## src/rtl/frame_window_reader_pkg.sv

```systemverilog
// Shared types for the frame window reader: stream markers and FSM state encodings.
package FrameReaderTypes;

    localparam logic [16:0] FRAME_START = 17'h10000;
    localparam logic [16:0] ROW_START   = 17'h10001;
    localparam logic [16:0] FRAME_END   = 17'h1FFFF;

    typedef enum logic [1:0] {
        F_IDLE,
        F_CMD,
        F_RECV
    } fetch_state_t;

    typedef enum logic [2:0] {
        E_IDLE,
        E_FSTART,
        E_RSTART,
        E_PIX,
        E_FEND
    } emit_state_t;

    function automatic logic [16:0] pixel_word(input logic [15:0] px);
        return {1'b0, px};
    endfunction

endpackage

```

## src/rtl/pixel_unpack_fifo.sv

```systemverilog
// Pixel buffer: accepts up to two 16-bit pixels per 32-bit beat (per-half keep mask),
// delivers one pixel per read, and flags when a whole burst of space is free.
module pixel_unpack_fifo
    import FrameReaderTypes::*;
#(
    parameter int BURST_WORDS = 8
) (
    input  logic        clk,
    input  logic        reset_n,
    input  logic        wr_en,
    input  logic [1:0]  wr_keep,
    input  logic [31:0] wr_data,
    input  logic        rd_en,
    output logic [15:0] rd_data,
    output logic        empty,
    output logic        room
);

    localparam int DEPTH = 4 * BURST_WORDS;
    localparam int PW    = $clog2(DEPTH);
    localparam int CW    = PW + 1;

    logic [15:0]   mem [DEPTH];
    logic [PW-1:0] wr_ptr;
    logic [PW-1:0] wr_ptr_hi;
    logic [PW-1:0] rd_ptr;
    logic [CW-1:0] count;
    logic [1:0]    n_wr;
    logic          rd_fire;

    function automatic logic [PW-1:0] ptr_add(input logic [PW-1:0] p, input logic [1:0] inc);
        int s;
        s = int'(p) + int'(inc);
        if (s >= DEPTH) s = s - DEPTH;
        return PW'(s);
    endfunction

    assign n_wr      = wr_en ? ({1'b0, wr_keep[0]} + {1'b0, wr_keep[1]}) : 2'd0;
    // A lone high pixel lands in the slot the low pixel would have used.
    assign wr_ptr_hi = wr_keep[0] ? ptr_add(wr_ptr, 2'd1) : wr_ptr;
    assign rd_fire   = rd_en && !empty;
    assign rd_data   = mem[rd_ptr];
    assign empty     = (count == '0);
    assign room      = (count <= CW'(2 * BURST_WORDS));

    always_ff @(posedge clk) begin
        if (wr_en && wr_keep[0]) mem[wr_ptr]    <= wr_data[15:0];
        if (wr_en && wr_keep[1]) mem[wr_ptr_hi] <= wr_data[31:16];
    end

    always_ff @(posedge clk or negedge reset_n) begin
        if (!reset_n) begin
            wr_ptr <= '0;
            rd_ptr <= '0;
            count  <= '0;
        end else begin
            wr_ptr <= ptr_add(wr_ptr, n_wr);
            if (rd_fire) rd_ptr <= ptr_add(rd_ptr, 2'd1);
            count  <= count + CW'(n_wr) - CW'(rd_fire);
        end
    end

endmodule

```

## src/rtl/frame_window_reader.sv

```systemverilog
// Burst-reads a window of one SDRAM frame slot and emits it as a marker-framed 17-bit stream.
// Optional FRAME_READER_DECIM2_EN adds a 'decim' input for 2x2 decimation of the window.
module frame_window_reader
    import FrameReaderTypes::*;
#(
    parameter int ADDR_WIDTH   = 21,
    parameter int BURST_WORDS  = 8,
    parameter int FRAME_WIDTH  = 640,
    parameter int FRAME_HEIGHT = 480,
    parameter int SLOT_GAP     = 32,
    parameter int NUM_SLOTS    = 3,
    parameter int DIM_WIDTH    = 11
) (
    input  logic                         clk,
    input  logic                         reset_n,
    input  logic                         init_done,
    input  logic                         start,
    input  logic [$clog2(NUM_SLOTS)-1:0] slot,
    input  logic [DIM_WIDTH-1:0]         win_x,
    input  logic [DIM_WIDTH-1:0]         win_y,
    input  logic [DIM_WIDTH-1:0]         win_w,
    input  logic [DIM_WIDTH-1:0]         win_h,
`ifdef FRAME_READER_DECIM2_EN
    input  logic                         decim,
`endif
    output logic                         busy,
    output logic                         done,
    output logic                         err,
    output logic                         cmd,
    output logic                         cmd_en,
    output logic [ADDR_WIDTH-1:0]        addr,
    input  logic [31:0]                  rd_data,
    input  logic                         rd_data_valid,
    output logic [16:0]                  out_data,
    output logic                         out_wr_en,
    input  logic                         out_full
);

    localparam int SLOT_W    = $clog2(NUM_SLOTS);
    localparam int DW1       = DIM_WIDTH + 1;
    localparam int BEAT_W    = $clog2(BURST_WORDS + 1);
    localparam int BURST_PIX = 2 * BURST_WORDS;
    localparam int SLOT_SIZE = FRAME_WIDTH * FRAME_HEIGHT + SLOT_GAP;

    fetch_state_t           f_state;
    emit_state_t            e_state;

    logic                   decim_in;
    logic [DIM_WIDTH-1:0]   w_out;
    logic [DIM_WIDTH-1:0]   h_out;
    logic [DW1-1:0]         x_end;
    logic [DW1-1:0]         y_end;
    logic                   bad_window;
    logic                   req;
    logic                   accept;
    logic                   reject;
    logic                   stray;
    logic [ADDR_WIDTH-1:0]  start_addr;

    logic [DIM_WIDTH-1:0]   out_w_q;
    logic [DIM_WIDTH-1:0]   out_h_q;
    logic [DIM_WIDTH-1:0]   row_w_q;
    logic                   decim_q;
    logic [ADDR_WIDTH-1:0]  stride;

    logic [ADDR_WIDTH-1:0]  row_addr;
    logic [DW1-1:0]         col;
    logic [DW1-1:0]         next_col;
    logic [DW1-1:0]         beat_idx;
    logic [BEAT_W-1:0]      beat_cnt;
    logic [DIM_WIDTH-1:0]   f_row;

    logic                   e_arm;
    logic [DIM_WIDTH-1:0]   pix_cnt;
    logic [DIM_WIDTH-1:0]   e_row;
    logic                   word_ready;
    logic                   end_fire;

    logic                   fifo_wr;
    logic [1:0]             fifo_keep;
    logic                   fifo_rd;
    logic [15:0]            fifo_data;
    logic                   fifo_empty;
    logic                   fifo_room;

`ifdef FRAME_READER_DECIM2_EN
    assign decim_in = decim;
`else
    assign decim_in = 1'b0;
`endif

    assign w_out      = decim_in ? (win_w >> 1) : win_w;
    assign h_out      = decim_in ? (win_h >> 1) : win_h;
    assign x_end      = {1'b0, win_x} + {1'b0, win_w};
    assign y_end      = {1'b0, win_y} + {1'b0, win_h};
    // Zero output size covers both an empty window and one that decimates to nothing.
    assign bad_window = (w_out == '0) || (h_out == '0)
                     || (x_end > DW1'(FRAME_WIDTH))
                     || (y_end > DW1'(FRAME_HEIGHT))
                     || ({1'b0, slot} >= (SLOT_W + 1)'(NUM_SLOTS));
    assign req        = start && init_done && !busy;
    assign accept     = req && !bad_window;
    assign reject     = req && bad_window;
    assign stray      = rd_data_valid && (f_state != F_RECV);

    assign start_addr = ADDR_WIDTH'(SLOT_SIZE) * ADDR_WIDTH'(slot)
                      + ADDR_WIDTH'(FRAME_WIDTH) * ADDR_WIDTH'(win_y)
                      + ADDR_WIDTH'(win_x);
    assign stride     = decim_q ? ADDR_WIDTH'(2 * FRAME_WIDTH) : ADDR_WIDTH'(FRAME_WIDTH);
    assign cmd        = 1'b0;

    always_ff @(posedge clk or negedge reset_n) begin
        if (!reset_n) begin
            busy <= 1'b0;
            done <= 1'b0;
            err  <= 1'b0;
        end else begin
            done <= 1'b0;
            if (accept) begin
                busy <= 1'b1;
                err  <= 1'b0;
            end
            if (reject) begin
                done <= 1'b1;
                err  <= 1'b1;
            end
            if (end_fire) begin
                busy <= 1'b0;
                done <= 1'b1;
            end
            if (stray) err <= 1'b1;
        end
    end

    always_ff @(posedge clk) begin
        if (accept) begin
            out_w_q <= w_out;
            out_h_q <= h_out;
            row_w_q <= win_w;
            decim_q <= decim_in;
        end
    end

    // Fetch side: one burst in flight, each burst only once a full burst of buffer space is free.
    assign next_col  = col + DW1'(BURST_PIX);
    assign beat_idx  = col + DW1'({beat_cnt, 1'b0});
    assign fifo_wr   = rd_data_valid && (f_state == F_RECV);
    assign fifo_keep[0] = decim_q ? ((beat_idx + DW1'(1)) < {1'b0, row_w_q})
                                  : (beat_idx < {1'b0, row_w_q});
    assign fifo_keep[1] = !decim_q && ((beat_idx + DW1'(1)) < {1'b0, row_w_q});

    always_ff @(posedge clk or negedge reset_n) begin
        if (!reset_n) begin
            f_state  <= F_IDLE;
            cmd_en   <= 1'b0;
            addr     <= '0;
            row_addr <= '0;
            col      <= '0;
            beat_cnt <= '0;
            f_row    <= '0;
        end else begin
            cmd_en <= 1'b0;
            case (f_state)
                F_IDLE: begin
                    if (accept) begin
                        row_addr <= start_addr;
                        col      <= '0;
                        f_row    <= '0;
                        f_state  <= F_CMD;
                    end
                end
                F_CMD: begin
                    if (fifo_room) begin
                        cmd_en   <= 1'b1;
                        addr     <= row_addr + ADDR_WIDTH'(col);
                        beat_cnt <= '0;
                        f_state  <= F_RECV;
                    end
                end
                F_RECV: begin
                    if (rd_data_valid) begin
                        if (beat_cnt == BEAT_W'(BURST_WORDS - 1)) begin
                            f_state <= F_CMD;
                            if (next_col >= {1'b0, row_w_q}) begin
                                col      <= '0;
                                row_addr <= row_addr + stride;
                                f_row    <= f_row + 1'b1;
                                if (f_row == out_h_q - 1'b1) f_state <= F_IDLE;
                            end else begin
                                col <= next_col;
                            end
                        end else begin
                            beat_cnt <= beat_cnt + 1'b1;
                        end
                    end
                end
                default: f_state <= F_IDLE;
            endcase
        end
    end

    pixel_unpack_fifo #(
        .BURST_WORDS (BURST_WORDS)
    ) u_fifo (
        .clk     (clk),
        .reset_n (reset_n),
        .wr_en   (fifo_wr),
        .wr_keep (fifo_keep),
        .wr_data (rd_data),
        .rd_en   (fifo_rd),
        .rd_data (fifo_data),
        .empty   (fifo_empty),
        .room    (fifo_room)
    );

    // Emit side: the arm cycle delays the frame-start marker to line up with the first command.
    always_comb begin
        out_data   = '0;
        word_ready = 1'b0;
        case (e_state)
            E_FSTART: begin
                out_data   = FRAME_START;
                word_ready = 1'b1;
            end
            E_RSTART: begin
                out_data   = ROW_START;
                word_ready = 1'b1;
            end
            E_PIX: begin
                out_data   = pixel_word(fifo_data);
                word_ready = !fifo_empty;
            end
            E_FEND: begin
                out_data   = FRAME_END;
                word_ready = 1'b1;
            end
            default: ;
        endcase
    end

    assign out_wr_en = word_ready && !out_full;
    assign fifo_rd   = out_wr_en && (e_state == E_PIX);
    assign end_fire  = out_wr_en && (e_state == E_FEND);

    always_ff @(posedge clk or negedge reset_n) begin
        if (!reset_n) begin
            e_state <= E_IDLE;
            e_arm   <= 1'b0;
            pix_cnt <= '0;
            e_row   <= '0;
        end else begin
            e_arm <= accept;
            case (e_state)
                E_IDLE: begin
                    if (e_arm) begin
                        e_row   <= '0;
                        e_state <= E_FSTART;
                    end
                end
                E_FSTART: if (out_wr_en) e_state <= E_RSTART;
                E_RSTART: begin
                    if (out_wr_en) begin
                        pix_cnt <= '0;
                        e_state <= E_PIX;
                    end
                end
                E_PIX: begin
                    if (out_wr_en) begin
                        pix_cnt <= pix_cnt + 1'b1;
                        if (pix_cnt == out_w_q - 1'b1) begin
                            if (e_row == out_h_q - 1'b1) begin
                                e_state <= E_FEND;
                            end else begin
                                e_row   <= e_row + 1'b1;
                                e_state <= E_RSTART;
                            end
                        end
                    end
                end
                E_FEND: if (out_wr_en) e_state <= E_IDLE;
                default: e_state <= E_IDLE;
            endcase
        end
    end

endmodule

```

## config.mk

```make
export PLATFORM = sky130hd
export DESIGN_NAME = frame_window_reader
export DESIGN_NICKNAME = d
export VERILOG_FILES = /design/src/rtl/frame_window_reader_pkg.sv /design/src/rtl/pixel_unpack_fifo.sv /design/src/rtl/frame_window_reader.sv
export SDC_FILE = /design/constraint.sdc
export NUM_CORES = 1
export LEC_CHECK = 0
export ABC_AREA = 0
export BUFFER_PORTS_ARGS = -buffer_cell sky130_fd_sc_hd__buf_2
export CAP_MARGIN = 20
export CORE_MARGIN = 2
export CORE_UTILIZATION = 63
export DETAILED_ROUTE_END_ITERATION = 10
export GPL_ROUTABILITY_DRIVEN = 0
export PLACE_DENSITY = 0.89
export SYNTH_ARGS = -nofsm -noshare
export SYNTH_HDL_FRONTEND = slang
export SYNTH_HIERARCHICAL = 1
export SYNTH_SLANG_ARGS = --single-unit
```

## constraint.sdc

```tcl
create_clock -name clk -period 6.2 [get_ports clk]
set_input_delay 0.62 -clock clk [delete_from_list [all_inputs] [get_ports clk]]
set_output_delay 0.62 -clock clk [all_outputs]
set_load 0.01 [all_outputs]
```

==> impl_metrics.tcl <==
set metrics [dict create \
    slew_violations 0 \
    swShare 0.378 \
    cp.required_ps 6510 \
    ir_worst_vdd_mv 0.325 \
    p_comb_frac 0.360 \
    rsz0062_at_grt "no" \
    fin_setup_tns_ps 0 \
    clock_latency_ps 650 \
    crit_start "col[4]" \
    layout_common_cells "534 x edfxtp_1, 286 x nand2_1, 249 x o211ai_1, 236 x mux2_2, 135 x ha_1" \
    synth_xor_area_frac 0.0303 \
    final_common_cell "edfxtp_1" \
    routed_via_density 7.50 \
    hold_viol 0 \
    period_needed_ps 5260 \
    tightestPinTransition_ps 1170 \
    syn_inst 3048 \
    tritoncts "done" \
    start_kind "flop" \
    row_count 89 \
    ff2ff_setup_slack_ps 940 \
    crit_path_end_kind "flop" \
    synth_fa_ha_area_frac 0.0477 \
    synth_edf_count 534 \
    crit_type "reg2reg" \
    antenna_found_initial 1 \
    p_leak_uw 0.0150 \
    place_area_sq_um 38800 \
    synth_nets 3273 \
    routed_wl_um 112000 \
    stdcell_area_sq_um 41100 \
    vias 29000 \
    drc_errors 0 \
    syn_avg_cell_area_sq_um 12.4 \
    first_iter_violations 4392 \
    dr.pass1.iters 8 \
    cts.reportedPaths.clkPinSlew_ps 60 \
    fin_skew_ps 28.5 \
    yosys-top-cells-area "edfxtp_1 42%, dfrtp_1 7.5%, mux2_2 7.0%, mux4_2 5.7%, o211ai_1 4.9%" \
    die_y_um 249 \
    port_buffers 126 \
    synthFlopType "edfxtp_1" \
    fmax_mhz 190 \
    run_status "finished clean" \
    ant_nets 0 \
    grt_usage 0.356 \
    setup_viol 0 \
    synth-compound-area-share 0.140 \
    routedWlPerCell_um 29.0 \
    synthMuxAreaShare 0.160 \
    cp.arrival_ps 5580 \
    cts_setup_buffers 0 \
    seqPwrFrac 0.364 \
    root_buffer "clkbuf_16" \
    grt_pass1_vias 28900 \
    ys_warn_count 6 \
    post-synth-top-area-fraction 0.423 \
    regToRegEndpoint "u_fifo/mem[31][2]" \
    fp.dieArea_sq_um 62100 \
    grt_max_degree 77 \
    yosysSeqAreaShare 0.498 \
    cts.sinks 647 \
    numCtsBuffers 69 \
    finalCritPeriodShare 0.849 \
    p_sw_uw 5770 \
    synth-seq-cells 647 \
    synth_top_family_by_area "multiplexers" \
    async_flop_share 0.175 \
    drive_gt1_frac 0.240 \
    power_uw 15300 \
    relSlewSlack 0.217 \
    grt_pass1_wl_um 169000 \
    p_int_uw 9480 \
    cp_max_fo 23 \
    syn_to_final_growth_pct 8.50 \
    clockPowerShare 0.276 \
    die_x_um 249 \
    reg2reg_depth 13 \
    yosys.area.top_type "edfxtp_1" \
    grt-ovfl-total 0 \
    start_util 0.640 \
    r2r-start "col[4]" \
    synthSimpleGateAreaFrac 0.0844 \
    crit_end "u_fifo/mem[31][2]" \
    min_path_type "in2reg" \
    n_fill_cell 3784 \
    clockBufferDepth 3 \
    io_pins 128 \
    dp_hpwl_um 72800 \
    yosysUniqueCellTypes 96 \
    synth_area_sq_um 37900 \
    coreArea_sq_um 59200 \
    cts_max_level 3 \
    fin_nets 3261 \
    drv_cap 0 \
    powerDensity_nw_per_um2 371 \
]
==> routing by layer <==
metal	vias to the layer above	global-route usage	routed length, um
li1	11800	-	-
met1	13800	0.422	36400
met2	2548	0.574	52300
met3	758	0.0957	14000
met4	0	0.230	9160
met5	-	0	0
==> final cells by class <==
class | count | area (sq um) | area share
flip-flops and latches | 647 | 18900 | 0.459
multi-input cells | 2069 | 17700 | 0.430
clock buffers | 93 | 1880 | 0.0457
repair buffers | 182 | 1110 | 0.0270
well taps | 773 | 967 | 0.0235
clock inverters | 31 | 370 | 0.00901
inverters | 67 | 251 | 0.00612
diodes | 1 | 2.50 | 0.0000609
==> logic make-up (layout without fill, tap and decap cells) <==
logic type,count (synthesis),in the layout
muxes,440,440
AOI/OAI and AO/OA,743,743
and+or+nand+nor,625,625
DFF,647,647
adders and majority gates,141,141
buffers and inverters,332,373
other,1,2
xor gates and xnor gates,119,119
==> how the worst min path moves through the flow <==
stage | startpoint | end | cells past startpoint
final | win_h[5] | out_h_q[5] | 1
after global routing | win_h[5] | out_h_q[5] | 1
after CTS | win_h[5] | out_h_q[5] | 1
after detailed placement | row_addr[1] | addr[1] | 2
after global placement | row_addr[3] | addr[3] | 2
after floorplan | reset_n | addr[0] | 0
==> through the flow <==
stage	cells	setup slack (ps)	hold WS, ps	utilization
global placement	3734	1320	445	0.655
floorplan	3048	1410	324	-
CTS	3859	1090	223	0.693
finish	3863	936	231	0.694
global route	3863	608	214	0.694
detailed placement	3734	1180	452	0.655
==> synth_stat cells, types with 20 or more instances <==
| cell | number |
|---|---|
| a211oi_1 | 33 |
| a21oi_1 | 76 |
| a22o_1 | 21 |
| a22oi_1 | 22 |
| a31oi_1 | 20 |
| and3_1 | 33 |
| buf_2 | 50 |
| buf_4 | 25 |
| clkbuf_1 | 169 |
| dfrtp_1 | 113 |
| edfxtp_1 | 534 |
| ha_1 | 135 |
| inv_1 | 66 |
| mux2_2 | 236 |
| mux2_4 | 36 |
| mux2i_1 | 72 |
| mux4_2 | 96 |
| nand2_1 | 286 |
| nand3_1 | 46 |
| nor2_1 | 79 |
| nor3_1 | 31 |
| o211ai_1 | 249 |
| o21ai_0 | 93 |
| o22ai_1 | 25 |
| o2bb2ai_1 | 66 |
| xnor2_1 | 70 |
| xor2_1 | 42 |
==> state kept, by name (all words and copies together) (netlist names), 5 cells and up <==
register and count:
addr 21, col 8, e_row 11, f_row 11, out_h_q 11, pix_cnt 11, row_addr 21, row_w_q 11
u_fifo/count 6, u_fifo/mem 512, u_fifo/rd_ptr 5, u_fifo/wr_ptr 5
==> timing repair <==
item	4_1_cts	5_1_grt
hold buffers	1	0
hold endpoints to repair	37	0
gates resized for setup	0	0
==> critical path, stage by stage (launching register included) <==
cell and delay, ps:
dfrtp_1 430, ha_1 300, nand4_1 250, nor2_1 250, xor2_1 190, ha_1 260, or2_2 270, a21oi_1 170
a31o_2 450, nand3b_1 300, a21o_1 610, nor3_4 930, o21bai_1 230, buf_4 300
==> power by group through the flow <==
stage	sequential [uW]	clock, uW	combinational (uW)
after global routing	5580	4370	5730
final	5560	4200	5490
after detailed placement	5610	0	5120
after CTS	5530	4210	5210
after floorplan	5290	0	3870
after global placement	5580	0	4900
Note: power is estimated with default switching activity, not from simulation.
